--- config.mk ---
export PLATFORM = sky130hd
export DESIGN_NAME = data_mem_dump_reader_flat
export DESIGN_NICKNAME = d
export VERILOG_FILES = /design/src/rtl/data_mem_dump_reader_pkg.sv /design/src/rtl/data_mem_dump_reader_if.sv /design/src/rtl/data_mem_dump_reader_word_serializer.sv /design/src/rtl/data_mem_dump_reader.sv /design/src/flat_wrapper.sv
export SDC_FILE = /design/constraint.sdc
export NUM_CORES = 1
export LEC_CHECK = 0
export ABC_AREA = 1
export CAP_MARGIN = 40
export CELL_PAD_IN_SITES_DETAIL_PLACEMENT = 2
export CELL_PAD_IN_SITES_GLOBAL_PLACEMENT = 2
export CORE_UTILIZATION = 23
export CTS_CLUSTER_SIZE = 40
export DETAILED_ROUTE_END_ITERATION = 6
export GPL_ROUTABILITY_DRIVEN = 0
export MAX_ROUTING_LAYER = met4
export PLACE_DENSITY = 0.79
export RECOVER_POWER = 25
export SYNTH_ARGS = -nofsm -noshare
export SYNTH_HDL_FRONTEND = slang
export SYNTH_SLANG_ARGS = --single-unit
--- constraint.sdc ---
create_clock -name i_clock -period 1.3 [get_ports i_clock]
set_input_delay 0.39 -clock i_clock [delete_from_list [all_inputs] [get_ports i_clock]]
set_output_delay 0.39 -clock i_clock [all_outputs]
set_load 0.01 [all_outputs]
--- src/rtl/data_mem_dump_reader_pkg.sv ---
// Constants and FSM encoding shared by the data memory dump reader files.
package data_mem_dump_reader_pkg;

  localparam int NB_BYTE        = 8;
  localparam int BYTES_PER_WORD = 4;
  localparam int NB_BYTE_IDX    = $clog2(BYTES_PER_WORD);

  typedef enum logic [2:0] {
    ST_IDLE    = 3'd0,
    ST_READ    = 3'd1,
    ST_LATCH   = 3'd2,
    ST_SEND    = 3'd3,
    ST_WAIT_TX = 3'd4,
    ST_DONE    = 3'd5
  } state_t;

endpackage

--- src/rtl/data_mem_dump_reader_if.sv ---
// Bundles the dump control, data memory debug read port and UART TX handshake.
interface data_mem_dump_reader_if #(
  parameter int NB_ADDR = 32,
  parameter int NB_DATA = 32
);
  import data_mem_dump_reader_pkg::*;

  logic               start;
  logic               busy;
  logic               done;
  logic               mem_rd_en;
  logic [NB_ADDR-1:0] mem_addr;
  logic [NB_DATA-1:0] mem_data;
  logic [NB_BYTE-1:0] tx_data;
  logic               tx_start;
  logic               tx_done;

  modport master (
    input  start, mem_data, tx_done,
    output busy, done, mem_rd_en, mem_addr, tx_data, tx_start
  );

  modport slave (
    output start, mem_data, tx_done,
    input  busy, done, mem_rd_en, mem_addr, tx_data, tx_start
  );

endinterface

--- src/rtl/data_mem_dump_reader_word_serializer.sv ---
// Holds one memory word and presents it a byte at a time, most significant byte first.
module data_mem_dump_reader_word_serializer
  import data_mem_dump_reader_pkg::*;
#(
  parameter int NB_WORD = NB_BYTE * BYTES_PER_WORD
) (
  input  logic               clk,
  input  logic               rst,
  input  logic               clear,
  input  logic               load,
  input  logic               shift,
  input  logic [NB_WORD-1:0] word,
  output logic [NB_BYTE-1:0] cur_byte,
  output logic               last_byte
);

  logic [NB_WORD-1:0]     shreg;
  logic [NB_BYTE_IDX-1:0] byte_idx;

  always_ff @(posedge clk or posedge rst) begin
    if (rst) begin
      shreg    <= '0;
      byte_idx <= '0;
    end else if (load) begin
      shreg    <= word;
      byte_idx <= '0;
    end else if (shift) begin
      shreg    <= shreg << NB_BYTE;
      byte_idx <= byte_idx + 1'b1;
    end else if (clear) begin
      byte_idx <= '0;
    end
  end

  assign cur_byte  = shreg[NB_WORD-1 -: NB_BYTE];
  assign last_byte = (byte_idx == NB_BYTE_IDX'(BYTES_PER_WORD - 1));

endmodule

--- src/rtl/data_mem_dump_reader.sv ---
// Walks the data memory word by word and streams every byte to the debug UART TX.
module data_mem_dump_reader
  import data_mem_dump_reader_pkg::*;
#(
  parameter int NB_ADDR   = 32,
  parameter int NB_DATA   = 32,
  parameter int MEM_DEPTH = 32
) (
  input  logic                  i_clock,
  input  logic                  i_reset,
  data_mem_dump_reader_if.master bus
);

  // One spare bit so the index can never wrap before the last-word compare.
  localparam int NB_WIDX = $clog2(MEM_DEPTH) + 1;

  state_t               state;
  state_t               state_next;
  logic [NB_WIDX-1:0]   word_idx;
  logic                 word_clear;
  logic                 word_inc;
  logic                 last_word;
  logic                 ser_clear;
  logic                 ser_load;
  logic                 ser_shift;
  logic                 last_byte;
  logic [NB_BYTE-1:0]   cur_byte;

  data_mem_dump_reader_word_serializer #(
    .NB_WORD (NB_DATA)
  ) u_serializer (
    .clk       (i_clock),
    .rst       (i_reset),
    .clear     (ser_clear),
    .load      (ser_load),
    .shift     (ser_shift),
    .word      (bus.mem_data),
    .cur_byte  (cur_byte),
    .last_byte (last_byte)
  );

  assign last_word = (word_idx == NB_WIDX'(MEM_DEPTH - 1));

  always_ff @(posedge i_clock or posedge i_reset) begin
    if (i_reset) begin
      state <= ST_IDLE;
    end else begin
      state <= state_next;
    end
  end

  always_ff @(posedge i_clock or posedge i_reset) begin
    if (i_reset) begin
      word_idx <= '0;
    end else if (word_clear) begin
      word_idx <= '0;
    end else if (word_inc) begin
      word_idx <= word_idx + 1'b1;
    end
  end

  always_comb begin
    state_next    = state;
    bus.busy      = 1'b1;
    bus.done      = 1'b0;
    bus.mem_rd_en = 1'b0;
    bus.mem_addr  = '0;
    bus.tx_data   = '0;
    bus.tx_start  = 1'b0;
    word_clear    = 1'b0;
    word_inc      = 1'b0;
    ser_clear     = 1'b0;
    ser_load      = 1'b0;
    ser_shift     = 1'b0;
    case (state)
      ST_IDLE: begin
        bus.busy = 1'b0;
        if (bus.start) begin
          word_clear = 1'b1;
          ser_clear  = 1'b1;
          state_next = ST_READ;
        end
      end
      ST_READ: begin
        bus.mem_rd_en = 1'b1;
        bus.mem_addr  = NB_ADDR'({word_idx, NB_BYTE_IDX'(0)});
        state_next    = ST_LATCH;
      end
      ST_LATCH: begin
        ser_load   = 1'b1;
        state_next = ST_SEND;
      end
      ST_SEND: begin
        bus.tx_start = 1'b1;
        bus.tx_data  = cur_byte;
        state_next   = ST_WAIT_TX;
      end
      ST_WAIT_TX: begin
        bus.tx_data = cur_byte;
        if (bus.tx_done) begin
          if (!last_byte) begin
            ser_shift  = 1'b1;
            state_next = ST_SEND;
          end else if (!last_word) begin
            word_inc   = 1'b1;
            ser_clear  = 1'b1;
            state_next = ST_READ;
          end else begin
            state_next = ST_DONE;
          end
        end
      end
      ST_DONE: begin
        bus.done   = 1'b1;
        state_next = ST_IDLE;
      end
      default: begin
        state_next = ST_IDLE;
      end
    endcase
  end

endmodule

--- src/flat_wrapper.sv ---
// flat-port wrapper written by rule: the top's interface ports become plain ports
module data_mem_dump_reader_flat import data_mem_dump_reader_pkg::*;
#(
  parameter int NB_ADDR   = 32,
  parameter int NB_DATA   = 32,
  parameter int MEM_DEPTH = 32
)
  (i_clock, i_reset, bus_start, bus_mem_data, bus_tx_done, bus_busy, bus_done, bus_mem_rd_en, bus_mem_addr, bus_tx_data, bus_tx_start);
  data_mem_dump_reader_if #(.NB_ADDR(NB_ADDR), .NB_DATA(NB_DATA)) bus_i ();
  input  logic i_clock;
  input  logic i_reset;
  input wire logic [$bits(bus_i.start)-1:0] bus_start;
  input wire logic [$bits(bus_i.mem_data)-1:0] bus_mem_data;
  input wire logic [$bits(bus_i.tx_done)-1:0] bus_tx_done;
  output wire logic [$bits(bus_i.busy)-1:0] bus_busy;
  output wire logic [$bits(bus_i.done)-1:0] bus_done;
  output wire logic [$bits(bus_i.mem_rd_en)-1:0] bus_mem_rd_en;
  output wire logic [$bits(bus_i.mem_addr)-1:0] bus_mem_addr;
  output wire logic [$bits(bus_i.tx_data)-1:0] bus_tx_data;
  output wire logic [$bits(bus_i.tx_start)-1:0] bus_tx_start;
  assign bus_i.start = bus_start;
  assign bus_i.mem_data = bus_mem_data;
  assign bus_i.tx_done = bus_tx_done;
  assign bus_busy = bus_i.busy;
  assign bus_done = bus_i.done;
  assign bus_mem_rd_en = bus_i.mem_rd_en;
  assign bus_mem_addr = bus_i.mem_addr;
  assign bus_tx_data = bus_i.tx_data;
  assign bus_tx_start = bus_i.tx_start;
  data_mem_dump_reader #(.NB_ADDR(NB_ADDR), .NB_DATA(NB_DATA), .MEM_DEPTH(MEM_DEPTH)) u_core (.i_clock(i_clock), .i_reset(i_reset), .bus(bus_i));
endmodule
* Word-level counts from Yosys, hierarchy flattened
Cells that the tools add are included.
Operators by class: add/sub/neg operators 2, equality and inequality tests 9, mux-type cells 29, reduce and logical (&&, ||, !) cells 6
Operators with widths (number):
- 2-to-1 mux 32 bit | 2
- 2-to-1 mux 8 bit | 2
- case mux 3 bit (5 select lines) | 1
- 2-to-1 mux 1 bit | 14
- 2-to-1 mux 3 bit | 4
- 2-to-1 mux 6 bit | 2
- adder 6 x 1 -> 6 bit, second input constant | 1
- == test 3 x 2 -> 1 bit, second input constant | 2
- == test 3 bit, second input constant | 2
- == test 6 x 5 -> 1 bit, second input constant | 1
- 2-to-1 mux 2 bit | 3
- != test 2 bit, second input constant | 2
- nonzero test 2 bit | 2
- == test 3 x 1 -> 1 bit, second input constant | 1
- logical NOT 3 bit | 1
- nonzero test 3 bit | 1
- adder 2 x 1 -> 2 bit, second input constant | 1
- == test 2 bit, second input constant | 1
- case mux 1 bit (2 select lines) | 1
- AND reduction 2 bit | 1
- OR reduction 2 bit | 1
Storage, ports and cells: register bits 43, input bits 36, output and inout bits 44, logic and storage cells 50

* Logic depth before layout (Yosys ltp)
Gate-level depths: netlist of run 1.
depth in word-level cells 8, gate-level depth with buffers 8, mapped depth without buffers 8

* Cells and area by module
Synthesis of run 1 repeated with hierarchy kept, for this count alone.
Unflattened totals: cells, all modules 320, area total of the unflattened synthesis 2503.7 um2
By module, submodules not included:
- data_mem_dump_reader_word_serializer | instances 1, cells an instance 188, area each 1596.5 um2, seq. area each 850.8 um2
- data_mem_dump_reader | instances 1, cells an instance 132, area each 907.1 um2, seq. area each 225.2 um2

* Least setup slack after synthesis of run 1
OpenSTA, ideal clock, no wires.
kind reg2out, start register u_core.state[0], end output port bus_tx_data[0], arrival time 1.100 ns, required time 0.910 ns, path slack -0.190 ns, cell stages (with the launch flop) 6, path buffers 0, path through dfrtp_1 inv_1 nor3_2 or2_1 inv_2 nor2_1
On the way: longest elaborated chain between the ends 3, elaborated cells on any way between the ends 4, those cells by class eq/ne (2); mux (1); reduce/logical (1)
RTL lines:
- from (decl) | line data_mem_dump_reader.sv:17 | state_t state;
- from (signal assigned) | line data_mem_dump_reader.sv:48 | state <= state_next;
- == test 3 x 2 -> 1 bit or == test 3 bit (tied branches) | line data_mem_dump_reader.sv:75 | case (state)
- OR reduction 2 bit (no line) (*)
- 2-to-1 mux 8 bit (*) | line data_mem_dump_reader.sv:75
- to (decl) | line flat_wrapper.sv:19 | output wire logic [$bits(bus_i.tx_data)-1:0] bus_tx_data;
Mark *: on every way between the ends. The rest lies on a longest branch, timed or not.

* Worst setup path in the final report of run 1
start register u_core.state[0], end output port bus_tx_data[4]
Same word-level chain as after synthesis.

==> results of run 1 <==
final cells by class:
cell class                 count  share of cell area
antenna                        1            0.000627
clock buffer                   5              0.0172
clock inverter                 3             0.00595
inverter                      27              0.0301
multi-input combinational    206               0.352
sequential                    43               0.270
tap                          133              0.0417
timing repair buffer         115               0.283
cell families after synthesis:
kind of cell,count (synthesis),share of synthesized area
and+or+nand+nor,150,0.279
buffers and inverters,61,0.162
DFF,43,0.464
AOI/OAI and AO/OA,25,0.0707
xor gates and xnor gates,3,0.0113
adders and majority gates,2,0.0108
other,1,0.00162
routing by layer:
metal,GRT usage,vias to the layer above,share of wire
met5,-,-,0
met4,0.0473,0,0.015
met3,0.0198,8,0.028
met2,0.312,68,0.55
met1,0.195,1122,0.41
li1,-,1064,-
worst reg2reg max path, stage by stage (launching register included):
cell and delay [ns]:
dfrtp_2 0.43, buf_6 0.13, nor2_4 0.12, nand2_2 0.07
buf_4 0.13, buf_6 0.13, nor2_8 0.16, buf_6 0.15
buf_12 0.11, clkbuf_16 0.14, a22oi_2 0.06, nand2_1 0.08
state kept, by name, summed over array words and instances, names as in the netlist:
register	count
u_core.state	3
u_core.u_serializer.shreg	32
u_core.u_serializer.byte_idx	2
u_core.word_idx	6
Yosys cell counts, types with 3 or more instances:
library cell and n:
dfrtp_1 43, nand3_1 19, buf_4 28, a22oi_1 14, o21ai_0 8, inv_1 24, nor2_1 21, nand2_1 98
buf_6 5, xor2_1 3
power by group through the flow:
stage	clock, mW	combinational, mW	sequential [mW]
2_1_floorplan	0	1.75	2.14
3_3_place_gp	0	2.82	2.18
3_5_place_dp	0	2.94	2.22
4_1_cts	0.950	3.88	2.22
5_1_grt	1.01	5.04	2.45
6_report	0.939	4.71	2.39
how the worst min path moves through the flow:
stage / slack, ns / start / end / depth (start not counted)
2_1_floorplan: 0.39 / i_reset / u_core.state[0] / 1
3_3_place_gp: 0.46 / u_core.u_serializer.shreg[6] / u_core.u_serializer.shreg[6] / 2
3_5_place_dp: 0.46 / u_core.u_serializer.shreg[2] / u_core.u_serializer.shreg[2] / 2
4_1_cts: 0.49 / i_reset / u_core.word_idx[5] / 3
5_1_grt: 0.52 / u_core.u_serializer.shreg[3] / u_core.u_serializer.shreg[3] / 2
6_report: 0.49 / u_core.u_serializer.shreg[3] / u_core.u_serializer.shreg[3] / 2
metrics by stage:
step / setup TNS [ns] / setup WS [ns] / power, mW / cells
after floorplan: -2.00 / -0.158 / 3.89 / 310
after global placement: -22.02 / -0.527 / 5.00 / 500
after detailed placement: -24.58 / -0.615 / 5.17 / 500
after CTS: -22.11 / -0.604 / 7.05 / 528
after global routing: -27.96 / -0.708 / 8.50 / 533
final: -23.94 / -0.606 / 8.04 / 533
repair_timing:
| item | CTS | global route |
|---|---|---|
| gates cloned | 4 | 2 |
| pin swaps | 13 | 17 |
| hold endpoints to repair | 0 | 0 |
| setup endpoints to repair | 60 | 61 |
| resized for setup | 150 | 85 |
| buffers inserted | 17 | 9 |
==> results.yml, run 1 <==
route:
  postRouteAntennaNets: 0
  vias: 2262
  drt_pre_antenna_iters: 4
  post_drt_wl_per_cell_um: 17.3
  average_vias_per_placed_instance: 4.24
  drt-initial-drc-count: 26
  drc_errors: 0
  drt-total-wl_mm: 9.24
global_route:
  overflow_left_after_global_routing: 0
  wire_length_of_the_first_global_routing_pass_mm: 12.9
  first_global_vias: 2502
  grt_antenna_before_repair: 1
  grt_start_max_net_pins: 44
  track_usage: 0.170
timing:
  timing.clock.skew_ns: 0.0204
  timing_worst_slew_pin_value_ns: 0.642
  relSlewSlack: 0.572
  timing.final.crit_share: 1.47
  grt_setup_unrepaired: "true"
  setup_viol: 61
  timing.final.max_slew_violations: 0
  hold_violations: 0
  finalHoldWorstSlack_ns: 0.489
  post-route-worst-setup-slack_ns: -0.606
  fin_crit_ns: 1.91
  maximum_clock_frequency_mhz: 525
critical_path:
  critical_path.max_fanout: 8
  cp.required_ns: 0.91
  setup.worst_path.start: "u_core.state[0]"
  criticalPathCategory: "flip-flop to primary output"
  timing.critical_path.slowest_stage_cell: "dfrtp_1"
  worstPathBufferInverterCount: 4
  critPathCapture: "bus_tx_data[4]"
  cp-start-kind: "flip-flop"
  cpLargestDelayFamily: "buffers and inverters"
  r2r_setup_slack_ns: -0.45
  arrival_ns: 1.52
  cp_slowest_stage_delay_ns: 0.41
  cpMostUsedCell: "inv_2"
  cp_cell_sequence: "buf_6 > nor2_4 > nand2_2 > inv_2 > or2_1 > inv_2 > nor2_1 > buf_2"
  worst-path-stages: 8
  critPathCaptureType: "primary output"
  r2r_startpoint: "u_core.state[1]"
  r2r.worst_path.cells: 11
  regToRegEndpoint: "u_core.u_serializer.shreg[19]"
power_and_ir_drop:
  power_report.internal_total_mw: 4.54
  seq_power_share: 0.297
  combPwrFrac: 0.586
  power_density_relative_to_cell_area_nw_per_um2: 2010
  total_leakage_power_nw: 1.97
  power.net_switching_mw: 3.50
  switching_share_of_power: 0.435
  ir_drop_v: 0.000665
  clockPowerShare: 0.117
floorplan:
  die_area_um2: 10500
  initial_core_util: 0.237
  die_width_um: 102
  fp.dieH_um: 102
  placeableCoreArea_um2: 9770
  top_level_ports: 80
  row_count: 36
place:
  placed_cell_area_um2: 3190
  numPortBuffers: 53
  place_hpwl_mm: 4.88
final_layout:
  final_common_cell: "nand2_1"
  final_core_occ: 0.409
  proportion_of_layout_cells_with_a_drive_suffix_above_1: 0.506
  mostFrequentLayoutCells: "nand2_1, dfrtp_1, nand2_2, clkdlybuf4s50_1, buf_4"
  fill_cells: 1076
  final_nets: 436
  cell_area_after_layout_um2: 3990
  area_added_between_synthesis_and_finish_pct: 72.4
  multi_input_area_um2: 1400
  layout.area.seq_um2: 1080
clock_tree:
  clk_latency_ns: 0.31
  clk_pin_slew_ns: 0.10
  cts_sinks: 43
  clock_tree_from_tritoncts: "done"
  htree_levels: 2
  cts-root-to-sink-buffers: 2
  cts_hold_buffers: 0
  cts_inserted_buffers: 5
  ctsRootBufferMaster: "clkbuf_8"
run:
  drv.max_cap_violation_count: 0
logic_synthesis:
  synth-seq-area-share: 0.464
  synth-warning-count: 0
  cells_taking_the_most_area_after_synthesis: "dfrtp_1, nand2_1, buf_4"
  synth-async-reset-ratio: 1.00
  synthDominantCellAreaShare: 0.464
  synth_seq_cells: 43
  synthDistinctLibCells: 25
  synth.cell_area_um2: 2320
  ys.flop_type: "dfrtp_1"
  postSynthCellCount: 285
  synth_enable_flop_cells: 0
  synthDominantAreaCellType: "dfrtp_1"
  post_synth.cell_area_avg_um2: 8.13
min_path:
  hold_class: "flip-flop to flip-flop"
outcome:
  outcome: "finished, violations left"
  violations: "negative setup slack"
Note: power is estimated with default switching activity, not from simulation.
==> inputs of run 2 (changes only) <==
- SLEW_MARGIN: not set -> 20
==> results of run 2 <==
No change in the layout: final DEF, timing and power equal those of run 1.
==> edit, RTL diff (config.mk and constraints of run 2) <==
`BYTES_PER_WORD`: 4 -> 8.
--- a/src/rtl/data_mem_dump_reader_pkg.sv
+++ b/src/rtl/data_mem_dump_reader_pkg.sv
@@ -4,3 +4,3 @@
   localparam int NB_BYTE        = 8;
-  localparam int BYTES_PER_WORD = 4;
+  localparam int BYTES_PER_WORD = 8;
   localparam int NB_BYTE_IDX    = $clog2(BYTES_PER_WORD);
Function: no difference found for any inputs over 10 cycles, from zero or initial values and one cycle with i_reset high; that may be too few to reach the edited logic, so the function may still have changed.
==> edit against run 2 <==
The flow still finishes with violations (setup timing). Hold slack gained 0.020 ns. Total power shrank 0.58%. Routed wire length grew 12%. Sequential cell count grew 1. Area after synthesis grew 3.2%. Final cell count grew 1.5%. Via count grew 6.2%. Register-to-register slack lost 0.03 ns. Setup slack gained 0.058 ns. Core utilization is essentially flat. Cell area grew 1.4%. Clock power grew 24%. Synthesized cell count grew 3.9%. Critical endpoint is now bus_tx_data[6]. Largest cell class unchanged.
==> edit: results (changes against run 2) <==
metric;value;unit;change
status;finished, violations left;;unchanged
violations;setup timing;;unchanged
cp_top_family;flip-flops;;was buffers and inverters
fin_ws;-0.549;ns;was -0.606 ns
min_to;u_core.u_serializer.shreg[20];;was u_core.u_serializer.shreg[3]
synth_cells;296;;was 285
fin_skew;0.00492;ns;was 0.0204 ns
gr-usage-met2;33.0;%;was 31.2%
wl_met1;4210;um;was 3770 um
grt_antenna_before_repair;0;;was 1
dr_total_vias;2402;;was 2,262
setup_viol;62;;was 61
dp.cells;511;;was 500
reg.largest.list;u_core.u_serializer.shreg x32, u_core.word_idx x6;;was u_core.u_serializer.shreg x32, u_core.word_idx x6, u_core.state x3
detailed_place_hpwl;5370;um;was 4880 um
n_antenna_cell;0;;was 1
ys_types;23;;was 25
wl;10300;um;was 9240 um
synth_xor_area_share;1.10;%;was 1.13%
synth-compound-area-share;5.13;%;was 7.07%
power;8.00;mW;was 8.04 mW
regToRegEndpoint;u_core.u_serializer.shreg[13];;was u_core.u_serializer.shreg[19]
synth_top_cells_by_area;dfrtp_1 46%, nand2_1 16%, buf_4 8.8%;;was dfrtp_1 46%, nand2_1 16%, buf_4 9.1%
layout-drive-gt1-share;46.8;%;was 50.6%
placed_cell_area;0.00330;sq mm;was 0.00319 sq mm
hold_start;u_core.u_serializer.shreg[20];;was u_core.u_serializer.shreg[3]
met3_length;297;um;was 261 um
crit_slowest_cell;dfrtp_2;;was dfrtp_1
[edit: changes by cell type after synthesis, sizes merged, moves of 2 or more]
| cell | delta |
|---|---|
| a22oi | -3 |
| nand3 | +5 |
| nor2 | -2 |
| a21oi | -2 |
| nand2 | +7 |
| nand4 | +2 |
[edit: final cells by class]
| class | instances | area (sq um) |
|---|---|---|
| Clock inverter | 2 | 38.8 |
| Tap cell | 133 | 166 |
| Clock buffer | 6 | 82.6 |
| Timing Repair Buffer | 111 | 1050 |
| Fill cell | 1059 | 5860 |
| Inverter | 28 | 131 |
| Sequential cell | 44 | 1100 |
| Multi-Input combinational cell | 217 | 1470 |
[edit: repair_timing]
action / 4_1_cts / 5_1_grt
endpoints found under the setup margin: 62 / 62
gates resized for setup: 159 / 60
gates cloned: 5 / 0
pin swaps: 24 / 27
setup buffers: 17 / 11
